[config.mk]
export PLATFORM = sky130hd
export DESIGN_NAME = serial_eq_ctrl_flat
export DESIGN_NICKNAME = d
export VERILOG_FILES = /design/src/rtl/serial_eq_ctrl_pkg.sv /design/src/rtl/serial_eq_ctrl_if.sv /design/src/rtl/serial_eq_ctrl_cell.sv /design/src/rtl/serial_eq_ctrl.sv /design/src/flat_wrapper.sv
export SDC_FILE = /design/constraint.sdc
export NUM_CORES = 1
export LEC_CHECK = 0
export ABC_CLOCK_PERIOD_IN_PS = 1700
export BUFFER_PORTS_ARGS = -buffer_cell sky130_fd_sc_hd__buf_2
export CAP_MARGIN = 20
export CORE_ASPECT_RATIO = 2
export CORE_MARGIN = 5
export CORE_UTILIZATION = 30
export DETAILED_ROUTE_END_ITERATION = 10
export GPL_TIMING_DRIVEN = 0
export PLACE_DENSITY = 0.58
export SYNTH_ARGS = -nofsm -noshare
export SYNTH_HDL_FRONTEND = slang
export SYNTH_SLANG_ARGS = --single-unit
[constraint.sdc]
create_clock -name clk -period 1.7 [get_ports clk]
set_input_delay 0 -clock clk [delete_from_list [all_inputs] [get_ports clk]]
set_output_delay 0 -clock clk [all_outputs]
set_load 0.01 [all_outputs]
[src/rtl/serial_eq_ctrl_pkg.sv]
`default_nettype none
// ============================================================================
// Module      : serial_cmp_pkg
// Description : Shared state encoding and width helper for the serial
//               equality controller.
// Revision    : 1.0 - initial release
// ============================================================================
package serial_cmp_pkg;

  localparam logic [1:0] ST_IDLE = 2'd0;
  localparam logic [1:0] ST_SCAN = 2'd1;
  localparam logic [1:0] ST_DONE = 2'd2;

  // Bits needed to index n positions (n >= 2 gives at least 1 bit)
  function automatic int clog2w(input int n);
    int r;
    r = 0;
    while ((1 << r) < n) r = r + 1;
    return r;
  endfunction

endpackage
`default_nettype wire

[src/rtl/serial_eq_ctrl_if.sv]
`default_nettype none
// ============================================================================
// Module      : serial_eq_ctrl_if
// Description : Start/done handshake and operand/result bundle for the
//               serial equality controller.
// Revision    : 1.0 - initial release
// ============================================================================
interface serial_eq_ctrl_if
  import serial_cmp_pkg::*;
#(
  parameter int WIDTH = 8
);

  localparam int PW = clog2w(WIDTH);

  logic             start;
  logic [WIDTH-1:0] a;
  logic [WIDTH-1:0] b;
  logic             busy;
  logic             done;
  logic             equal;
  logic [PW-1:0]    mismatch_pos;

  modport master (
    output start, a, b,
    input  busy, done, equal, mismatch_pos
  );

  modport slave (
    input  start, a, b,
    output busy, done, equal, mismatch_pos
  );

endinterface
`default_nettype wire

[src/rtl/serial_eq_ctrl_cell.sv]
`default_nettype none
// ============================================================================
// Module      : xnor_bit_cell
// Description : 1-bit XNOR equality cell, time-shared across bit positions.
// Revision    : 1.0 - initial release
// ============================================================================
module xnor_bit_cell (
  input  logic x,
  input  logic y,
  output logic eq_bit
);

  assign eq_bit = (~x | y) & (x | ~y);

endmodule
`default_nettype wire

[src/rtl/serial_eq_ctrl.sv]
`default_nettype none
// ============================================================================
// Module      : serial_eq_ctrl
// Description : Compares two WIDTH-bit operands one bit per clock, LSB first,
//               through a single XNOR cell; reports equality and the lowest
//               mismatching index over a start/done handshake.
// Revision    : 1.0 - initial release
// ============================================================================
module serial_eq_ctrl
  import serial_cmp_pkg::*;
#(
  parameter int WIDTH      = 8,
  parameter bit EARLY_EXIT = 1'b1
) (
  input  logic             clk,
  input  logic             rst_n,
  serial_eq_ctrl_if.slave  bus
);

  localparam int            PW   = clog2w(WIDTH);
  localparam logic [PW-1:0] LAST = PW'(WIDTH - 1);

  logic [1:0]       state;
  logic [1:0]       state_nxt;
  logic [WIDTH-1:0] opa;
  logic [WIDTH-1:0] opb;
  logic [PW-1:0]    idx;
  logic [PW-1:0]    pos_acc;
  logic             eq_acc;
  logic             eq_bit;
  logic             miss;
  logic             last;
  logic             eq_nxt;
  logic [PW-1:0]    pos_nxt;
  logic             busy_nxt;
  logic             done_nxt;

  // Operands shift right each scan cycle, so bit 0 always holds bit idx
  xnor_bit_cell u_cell (
    .x      (opa[0]),
    .y      (opb[0]),
    .eq_bit (eq_bit)
  );

  assign miss = ~eq_bit;
  assign last = (idx == LAST);

  // Accumulator update including the current bit, so a mismatch seen in the
  // final scan cycle still reaches the result registers on the DONE edge
  always_comb begin
    eq_nxt  = eq_acc;
    pos_nxt = pos_acc;
    if (state == ST_SCAN && miss && eq_acc) begin
      eq_nxt  = 1'b0;
      pos_nxt = idx;
    end
  end

  // State register
  always_ff @(posedge clk or negedge rst_n) begin
    if (!rst_n) state <= ST_IDLE;
    else        state <= state_nxt;
  end

  // Next-state logic
  always_comb begin
    state_nxt = state;
    case (state)
      ST_IDLE: if (bus.start) state_nxt = ST_SCAN;
      ST_SCAN: if ((EARLY_EXIT && miss) || last) state_nxt = ST_DONE;
      ST_DONE: state_nxt = ST_IDLE;
      default: state_nxt = ST_IDLE;
    endcase
  end

  // Output decode from the next state; registered below so outputs are glitch-free
  always_comb begin
    busy_nxt = (state_nxt == ST_SCAN);
    done_nxt = (state_nxt == ST_DONE);
  end

  // Registered handshake and result outputs
  always_ff @(posedge clk or negedge rst_n) begin
    if (!rst_n) begin
      bus.busy         <= 1'b0;
      bus.done         <= 1'b0;
      bus.equal        <= 1'b0;
      bus.mismatch_pos <= '0;
    end else begin
      bus.busy <= busy_nxt;
      bus.done <= done_nxt;
      if (state == ST_SCAN && state_nxt == ST_DONE) begin
        bus.equal        <= eq_nxt;
        bus.mismatch_pos <= eq_nxt ? '0 : pos_nxt;
      end
    end
  end

  // Operand capture, bit stepping and accumulation
  always_ff @(posedge clk or negedge rst_n) begin
    if (!rst_n) begin
      opa     <= '0;
      opb     <= '0;
      idx     <= '0;
      eq_acc  <= 1'b0;
      pos_acc <= '0;
    end else begin
      case (state)
        ST_IDLE: begin
          if (bus.start) begin
            opa     <= bus.a;
            opb     <= bus.b;
            idx     <= '0;
            eq_acc  <= 1'b1;
            pos_acc <= '0;
          end
        end
        ST_SCAN: begin
          opa     <= opa >> 1;
          opb     <= opb >> 1;
          eq_acc  <= eq_nxt;
          pos_acc <= pos_nxt;
          if (!last) idx <= idx + PW'(1);
        end
        default: ;
      endcase
    end
  end

endmodule
`default_nettype wire

[src/flat_wrapper.sv]
// flat-port wrapper written by rule: the top's interface ports become plain ports
module serial_eq_ctrl_flat import serial_cmp_pkg::*;
#(
  parameter int WIDTH      = 8,
  parameter bit EARLY_EXIT = 1'b1
)
  (clk, rst_n, bus_start, bus_a, bus_b, bus_busy, bus_done, bus_equal, bus_mismatch_pos);
  serial_eq_ctrl_if #(.WIDTH(WIDTH)) bus_i ();
  input  logic clk;
  input  logic rst_n;
  input wire logic [$bits(bus_i.start)-1:0] bus_start;
  input wire logic [$bits(bus_i.a)-1:0] bus_a;
  input wire logic [$bits(bus_i.b)-1:0] bus_b;
  output wire logic [$bits(bus_i.busy)-1:0] bus_busy;
  output wire logic [$bits(bus_i.done)-1:0] bus_done;
  output wire logic [$bits(bus_i.equal)-1:0] bus_equal;
  output wire logic [$bits(bus_i.mismatch_pos)-1:0] bus_mismatch_pos;
  assign bus_i.start = bus_start;
  assign bus_i.a = bus_a;
  assign bus_i.b = bus_b;
  assign bus_busy = bus_i.busy;
  assign bus_done = bus_i.done;
  assign bus_equal = bus_i.equal;
  assign bus_mismatch_pos = bus_i.mismatch_pos;
  serial_eq_ctrl #(.WIDTH(WIDTH), .EARLY_EXIT(EARLY_EXIT)) u_core (.clk(clk), .rst_n(rst_n), .bus(bus_i));
endmodule
==> results of run 1 <==
-- cells in the mapped netlist, drive strengths merged (2+ instances only) --
master   instances
dfrtp           31
ha               2
buf              7
nor2b            2
o21ai           22
and2b            2
a2111oi          3
nor2             3
a221o            3
a21oi            3
inv              7
a22oi           17
nand2           21
a22o             3
-- cell usage in the layout (no fill, tap or decap), drive strengths merged, types with 2 or more instances in the layout --
cell type,n
a22o,3
a221o,3
ha,2
clkbuf,8
and2b,2
inv,7
dfrtp,31
a21oi,3
a2111oi,3
buf,32
o21ai,22
nor2,3
dlygate4sd3,2
nor2b,2
nand2,21
a22oi,17
-- cells by family after synthesis --
kind of cell	after synthesis	share of synthesized area, %
xor gates and xnor gates	2	1.255
muxes	1	0.7169
and+or+nand+nor	32	10.30
buffers and inverters	15	4.570
adders and majority gates	2	1.792
AOI/OAI and AO/OA	54	25.81
DFF	31	55.56
-- timing repair --
item	in CTS	in global routing
buffers inserted	2	0
endpoints found under the setup margin	3	3
hold buffers	2	0
hold endpoints to repair	32	0
cloned	0	0
resized for setup	3	3
-- registers in the layout (all words and copies together), names as in the netlist, 2 cells and up --
signal / count
u_core.bus.mismatch_pos: 3
u_core.pos_acc: 3
u_core.opa: 8
u_core.state: 2
u_core.opb: 8
u_core.idx: 3
-- final cells by class --
| type | instances | area, sq um |
|---|---|---|
| clock inverters | 1 | 5.005 |
| well taps | 55 | 68.82 |
| repair buffers | 28 | 155.1 |
| plain buffers | 8 | 40.04 |
| inverters | 7 | 26.28 |
| multi-input cells | 91 | 565.5 |
| flip-flops and latches | 31 | 778.2 |
| clock buffers | 6 | 82.58 |
| fillers | 484 | 2833 |
-- worst max-delay path: cells and delay by family, from the launching register on --
family                     cells  cell delay, ps
adders and majority gates      2             270
buffers and inverters          2             250
DFF                            1             360
AOI/OAI and AO/OA              2             560
-- power groups by stage --
stage / Combinational (mW) / Sequential, mW / Clock (mW)
3_5_place_dp: 1.04 / 1.30 / 0
2_1_floorplan: 0.733 / 1.25 / 0
5_1_grt: 1.28 / 1.31 / 0.629
4_1_cts: 1.11 / 1.27 / 0.601
3_3_place_gp: 1.04 / 1.30 / 0
6_report: 1.12 / 1.26 / 0.590
-- routing by layer --
metal	vias up	wire (um)	GRT usage (%)
met5	-	0	0
met4	0	172	9.453
met3	10	100	1.944
met2	27	1830	21.12
met1	555	1269	12.87
li1	560	-	-
-- worst max-delay path by stage --
stage                                                   endpoint  slack (ps)  cells past startpoint
after floorplan           u_core.bus.mismatch_pos[0]$_DFFE_PN0P_         150                      6
after global placement    u_core.bus.mismatch_pos[0]$_DFFE_PN0P_        -100                      6
after detailed placement  u_core.bus.mismatch_pos[0]$_DFFE_PN0P_        -100                      6
after CTS                 u_core.bus.mismatch_pos[0]$_DFFE_PN0P_          60                      6
after global routing      u_core.bus.mismatch_pos[1]$_DFFE_PN0P_          30                      6
final                     u_core.bus.mismatch_pos[0]$_DFFE_PN0P_         140                      6
-- per-stage QoR --
step           worst slack [ps]  utilization, %
6_report                  141.0           37.80
2_1_floorplan             148.4               -
3_3_place_gp             -98.72           34.81
4_1_cts                   64.39           37.58
5_1_grt                   25.94           37.80
3_5_place_dp             -101.8           34.81
==> results.toml, run 1 <==
[outcome]
status = "complete, no violations"

[min_path]
holdPathStages = 3
hp-start = "bus_b[7]"
whs_endpoint = "u_core.opb[7]$_DFFE_PN0P_"
hp-class = "in2reg"

[floorplan]
row_count = 35
initial_core_util_pct = 30.66
dieHeight_um = 106.5
core_sq_um = 4554
die_area_sq_um = 6201
pin_count = 25
die_x_um = 58.24

[pwr]
power_mw = 2.973
p_switching_mw = 1.133
internal_power_mw = 1.840
power_density_nw_per_um2 = 1727
ir_worst_vdd_v = 0.0008022
leakagePower_nw = 0.8032
p_comb_share_pct = 37.7
sequentialPowerShare_pct = 42.4
clkPwrFrac_pct = 19.8
switching_share_pct = 38.10

[cells_and_area]
final_nets = 193
syn_to_final_growth_pct = 23.30
drive_gt1_share_pct = 25.58
finalNonFillerCells = 227
stdcell_area_sq_um = 1722
diodes = 0

[global_route]
grt_pass1_wl_um = 5706
grt.overflow.total = 0
track_usage_pct = 12.33
grt_pass1_vias = 1223
grt_start_max_net_pins = 32
antenna_found_initial = 0

[synthesis]
ys_ff_latch = 31
netlist_top_cells_area = "dfrtp_1 (56%), a22oi_1 (9.1%), o21ai_0 (7.5%)"
synth-main-ff-cell = "dfrtp_1"
yosysSeqAreaShare_pct = 55.56
synthesis.nets = 158
yosysWarnings = 0
synthArstFlopShare_pct = 100.0
avgSynthCellArea_sq_um = 10.19
synth_edf_count = 0
yosysTopAreaCell = "dfrtp_1"
syn-instance-count = 137
synth_cell_types = 27
synth_top_area_share_pct = 55.56
syn-cell-area_sq_um = 1396

[timing]
fin_crit_sh_pct = 91.70
finalSetupViolCount = 0
tightest_slew_ps = 698.4
fin_tns_setup_ps = 0
rsz0062_at_grt = "false"
clock_skew_ps = 5.143
final_hold_viol_count = 0
finalMaxSlewViolations = 0
min_period_ps = 1559
hold_slack_ps = 8.876
fmax_mhz = 641.4
maxSlewHeadroom_pct = 53.44

[worst_setup_path]
critPathKind = "reg2reg"
critPathSlowestCell = "dfrtp_2"
required_ps = 1870
crit_path_cell_trace = "ha_1, ha_1, clkbuf_4, inv_2, a21o_4, a221o_1"
r2r_slack_ps = 140
r2r-start = "u_core.idx[1]$_DFFE_PN0P_"
cp.arrival_ps = 1720
r2r-end = "u_core.bus.mismatch_pos[0]$_DFFE_PN0P_"
cp-end-kind = "register"
start_kind = "register"
startpoint = "u_core.idx[1]$_DFFE_PN0P_"
worst-path-max-fanout = 7
timing.critical_path.mode_cell = "ha_1"
worstRegToRegCells = 6
max_stage_delay_ps = 360

[clocking]
clk_path_buf_depth = 2
cts_tree = "built"
cts.clk_slew.worst_paths_ps = 70
clk_latency_ps = 280
cts_sinks = 31
cts_made_buffers = 5
root_buffer = "clkbuf_8"
htreeDepth = 2

[placed_design]
post_dp_cell_area_sq_um = 1585
dpl.hpwl_um = 2476
place_inst = 216
io_buffers = 24
place_congestion = 0.7886

[detailed_routing]
dr_total_vias = 1152
drcViolationCount = 0
viasPerCell = 5.075
drt_wl_total_um = 3372
drt_first_iter_violations = 14
post_drt_wl_per_cell_um = 14.85
dr.pass1.iters = 4
detail-route-antenna-nets = 0

[flow_run]
cap_violations = 0
No activity file was read; power rests on OpenSTA's default activity.
==> run 2: changes to the inputs <==
- HOLD_SLACK_MARGIN: not set -> 0.08
==> results.toml, run 2 (synthesized netlist as in run 1, its figures left out) <==
[worst_setup_path]
crit_cells = 6
crit_path_cell_trace = "ha_1, ha_1, clkbuf_4, inv_2, a21o_1, a221o_1"
critPathSlowestCell = "dfrtp_2"
cp-end-kind = "register"
start_kind = "register"
critPathKind = "reg2reg"
required_ps = 1860
timing.critical_path.mode_cell = "ha_1"
max_stage_delay_ps = 360
worst-path-max-fanout = 7
path_buf_inv = 2
cp.arrival_ps = 1720
path_delay_family = "compound AO/OA/AOI/OAI gates"
worstRegToRegCells = 6
r2r_slack_ps = 140

[placed_design]
place_congestion = 0.7886
dpl.hpwl_um = 2476
place_inst = 216
io_buffers = 24

[pwr]
power_density_nw_per_um2 = 1602
p_comb_share_pct = 38.6
ir_worst_vdd_v = 0.0007939
switching_share_pct = 37.59
clkPwrFrac_pct = 19.6
leakagePower_nw = 0.8736
internal_power_mw = 1.879
sequentialPowerShare_pct = 41.8
p_switching_mw = 1.132

[global_route]
grt_pass1_wl_um = 5947
grt_util_met2_pct = 22.17
antenna_found_initial = 0
use_met3_pct = 1.944
grt_busiest_layer = "met2"
track_usage_pct = 12.75
grt_start_max_net_pins = 32
grt_pass1_vias = 1276
grt.overflow.total = 0
grtUsageMet1_pct = 13.18

[clocking]
clk_path_buf_depth = 2
root_buffer = "clkbuf_8"
cts_made_buffers = 5
clk_latency_ps = 280
cts.clk_slew.worst_paths_ps = 70
cts_tree = "built"
htreeDepth = 2
cts_sinks = 31

[floorplan]
initial_core_util_pct = 30.66
dieHeight_um = 106.5
core_sq_um = 4554
pin_count = 25
row_count = 35
die_x_um = 58.24
die_area_sq_um = 6201

[cells_and_area]
fillCellCount = 465
drive_gt1_share_pct = 23.81
mostFrequentLayoutCells = "buf_2 (29), dfrtp_1 (29), nand2_1 (21), o21ai_0 (21)"
multi_input_area_sq_um = 558.0
seqCellArea_sq_um = 778.2
final_nets = 210
syn_to_final_growth_pct = 34.59
finalNonFillerCells = 244
reg_top3 = "u_core.opa (8), u_core.opb (8)"
diodes = 0

[timing]
maxSlewHeadroom_pct = 53.30
fin_crit_sh_pct = 91.74
final_hold_viol_count = 0
hold_slack_ps = 121.3
fin_tns_setup_ps = 0
rsz0062_at_grt = "false"
fmax_mhz = 641.2
min_period_ps = 1560
finalMaxSlewViolations = 0
clock_skew_ps = 5.329
finalSetupViolCount = 0
tightest_slew_ps = 700.5

[detailed_routing]
dr_total_vias = 1221
drt_wl_total_um = 3481
dr.pass1.iters = 4
viasPerCell = 5.004
post_drt_wl_per_cell_um = 14.27
drcViolationCount = 0
drt_first_iter_violations = 13
detail-route-antenna-nets = 0

[outcome]
status = "complete, no violations"

[min_path]
hp-class = "in2reg"
holdPathStages = 4

[flow_run]
cap_violations = 0
run 2: cell types whose count changed in the layout (fill, tap and decap cells not counted):
cell,delta
dlygate4sd3_1,+15
a21o_4,-1
a21o_1,+1
buf_4,+2
run 2: metrics by stage:
step | instance area, sq um | power, mW | worst slack (ps) | util, %
final | 1879 | 3.011 | 140.5 | 41.26
after global routing | 1879 | 3.272 | 9.929 | 41.26
after CTS | 1862 | 3.007 | 64.39 | 40.88
after detailed placement | 1585 | 2.349 | -101.8 | 34.81
after global placement | 1585 | 2.338 | -98.72 | 34.81
after floorplan | 1396 | 1.982 | 148.4 | -
run 2: layer usage:
layer / share of wire [%] / wire length (um) / vias to the layer above
met2: 54 / 1897 / 30
met5: 0 / 0 / -
met3: 3.2 / 110 / 11
li1: - / - / 592
met1: 37 / 1288 / 588
met4: 5.3 / 185 / 0
run 2: final timing paths:
kind                                                                to                 startpoint
worst max-delay path            u_core.bus.mismatch_pos[0]$_DFFE_PN0P_  u_core.idx[1]$_DFFE_PN0P_
worst min-delay path                         u_core.opa[7]$_DFFE_PN0P_                  bus_start
worst max register to register  u_core.bus.mismatch_pos[0]$_DFFE_PN0P_  u_core.idx[1]$_DFFE_PN0P_
worst min register to register               u_core.opa[1]$_DFFE_PN0P_  u_core.opa[1]$_DFFE_PN0P_
max in group asynchronous                    u_core.idx[1]$_DFFE_PN0P_                      rst_n
min in group asynchronous                    u_core.opa[2]$_DFFE_PN0P_                      rst_n
run 2: power groups by stage:
| stage | Sequential, mW | Combinational [mW] | Clock, mW |
|---|---|---|---|
| CTS | 1.27 | 1.14 | 0.601 |
| finish | 1.26 | 1.16 | 0.589 |
| floorplan | 1.25 | 0.733 | 0 |
| global route | 1.31 | 1.33 | 0.629 |
| global placement | 1.30 | 1.04 | 0 |
| detailed placement | 1.30 | 1.04 | 0 |
run 2: worst reg2reg max path, delay by kind of cell, from the launching register on:
family                     cells  cell delay, ps
adders and majority gates      2             270
DFF                            1             360
AOI/OAI and AO/OA              2             570
buffers and inverters          2             250
run 2: area by class of cell:
type	instances	share of cell area, %
flip-flops and latches	31	41.41
repair buffers	45	17.04
well taps	55	3.662
clock buffers	6	4.394
plain buffers	8	2.130
inverters	7	1.398
multi-input cells	91	29.69
clock inverters	1	0.2663
run 2: timing repair:
| action | in CTS | in global routing |
|---|---|---|
| endpoints found under the hold margin | 47 | 0 |
| resized for setup | 3 | 2 |
| setup endpoints to repair | 3 | 3 |
| hold buffers | 17 | 0 |
| setup buffers | 2 | 2 |
==> run 3: changes to the inputs <==
- CORE_ASPECT_RATIO: 2 -> 0.8
==> results.toml, run 3 (synthesized netlist as in run 1, its figures left out) <==
[outcome]
status = "complete, no violations"

[global_route]
grt_pass1_vias = 1150
grt_pass1_wl_um = 5678
grtUsageMet1_pct = 17.29
track_usage_pct = 11.69
grt_busiest_layer = "met1"
grt_start_max_net_pins = 32
grt_util_met2_pct = 16.34
grt.overflow.total = 0
use_met3_pct = 3.376
antenna_found_initial = 0

[cells_and_area]
finalNonFillerCells = 249
reg_top3 = "u_core.opa (8), u_core.opb (8)"
diodes = 0
layout_commonest_cell = "dfrtp_1"
mostFrequentLayoutCells = "dfrtp_1 (30), buf_2 (29), nand2_1 (21), o21ai_0 (21)"
final_nets = 210
drive_gt1_share_pct = 22.75
syn_to_final_growth_pct = 34.95

[timing]
maxSlewHeadroom_pct = 54.01
fin_tns_setup_ps = 0
min_period_ps = 1630
hold_slack_ps = 139.8
finalMaxSlewViolations = 0
final_hold_viol_count = 0
clock_skew_ps = 3.713
fmax_mhz = 613.3
finalSetupViolCount = 0
fin_crit_sh_pct = 95.91
tightest_slew_ps = 689.8
fin_ws_ps = 69.60

[worst_setup_path]
timing.critical_path.mode_cell = "ha_1"
cp-end-kind = "register"
max_stage_delay_ps = 390
critPathKind = "reg2reg"
crit_cells = 6
worstRegToRegCells = 6
worst-path-max-fanout = 7
path_buf_inv = 2
cp.arrival_ps = 1790
r2r_slack_ps = 70
start_kind = "register"
r2r-end = "u_core.bus.mismatch_pos[2]$_DFFE_PN0P_"
required_ps = 1860
r2r-start = "u_core.idx[0]$_DFFE_PN0P_"
startpoint = "u_core.idx[0]$_DFFE_PN0P_"
path_delay_family = "compound AO/OA/AOI/OAI gates"
cp-endpoint = "u_core.bus.mismatch_pos[2]$_DFFE_PN0P_"
critPathSlowestCell = "dfrtp_2"
crit_path_cell_trace = "ha_1, ha_1, clkbuf_4, inv_1, a21o_1, a221o_1"

[flow_run]
cap_violations = 0

[floorplan]
core_sq_um = 4542
die_area_sq_um = 6127
pin_count = 25
row_count = 22
die_x_um = 86.28
dieHeight_um = 71.02
initial_core_util_pct = 30.74

[detailed_routing]
drt_wl_total_um = 3291
dr_total_vias = 1180
viasPerCell = 4.739
drcViolationCount = 0
dr.pass1.iters = 4
drt_first_iter_violations = 106
detail-route-antenna-nets = 0
post_drt_wl_per_cell_um = 13.22

[clocking]
root_buffer = "clkbuf_8"
cts_tree = "built"
clk_path_buf_depth = 2
cts_made_buffers = 5
clk_latency_ps = 270
cts.clk_slew.worst_paths_ps = 60
cts_sinks = 31
htreeDepth = 2

[min_path]
hp-class = "in2reg"
hp-start = "bus_start"

[placed_design]
pre_cts_ws_ps = -17.38
io_buffers = 24
dpl.hpwl_um = 2277
place_inst = 221
place_congestion = 0.7695

[pwr]
power_density_nw_per_um2 = 1582
leakagePower_nw = 0.8746
ir_worst_vdd_v = 0.0005263
-- run 3: cell count changes in the layout (fill, tap and decap cells not counted) --
| cell | delta |
|---|---|
| dfrtp_1 | +1 |
| dfrtp_2 | -1 |
| inv_1 | +1 |
| inv_2 | -1 |
-- run 3: what timing repair did --
action,CTS,global route
endpoints found under the hold margin,47,0
gates resized for setup,1,2
endpoints found under the setup margin,3,3
hold buffers,17,0
setup buffers,0,4
-- run 3: worst min-delay path, cell delays in order --
cell and delay [ps]:
buf_2 140, nor2b_1 60, a21oi_1 100, o21ai_0 70
-- run 3: how the worst min path moves through the flow --
stage / end / slack [ps] / cells after the start
final: u_core.opa[7]$_DFFE_PN0P_ / 140 / 4
after global placement: u_core.idx[2]$_DFFE_PN0P_ / 100 / 1
after detailed placement: u_core.idx[2]$_DFFE_PN0P_ / 90 / 1
after floorplan: u_core.bus.busy$_DFF_PN0_ / -300 / 0
after CTS: u_core.opa[7]$_DFFE_PN0P_ / 130 / 4
after global routing: u_core.opa[7]$_DFFE_PN0P_ / 170 / 4
-- run 3: per-stage QoR --
| stage | utilization [%] | power [mW] | cell area (sq um) |
|---|---|---|---|
| final | 41.49 | 2.981 | 1884 |
| after global placement | 35.04 | 2.304 | 1592 |
| after global routing | 41.49 | 3.239 | 1884 |
| after detailed placement | 35.04 | 2.327 | 1592 |
| after floorplan | - | 1.982 | 1396 |
| after CTS | 40.74 | 2.937 | 1851 |
-- run 3: layout make-up --
cell class,instances,area [sq um]
fillers,458,2658
flip-flops and latches,31,777.0
multi-input cells,91,558.0
repair buffers,45,320.3
clock buffers,6,82.58
well taps,60,75.07
plain buffers,8,40.04
inverters,7,26.28
clock inverters,1,5.005
-- run 3: per-layer routing --
metal  wire (um)  vias up  part of all wire [%]
met5           0        -                     0
met1        1634      561                    50
met3         160        3                   4.9
met4          14        0                  0.43
met2        1481       24                    45
li1            -      592                     -
-- run 3: report_power, final --
group / switching, mW / internal [mW] / leakage (nW) / total [mW]
Combinational: 0.632 / 0.508 / 0.433 / 1.14
Clock: 0.259 / 0.317 / 0.0470 / 0.576
Sequential: 0.212 / 1.05 / 0.394 / 1.26
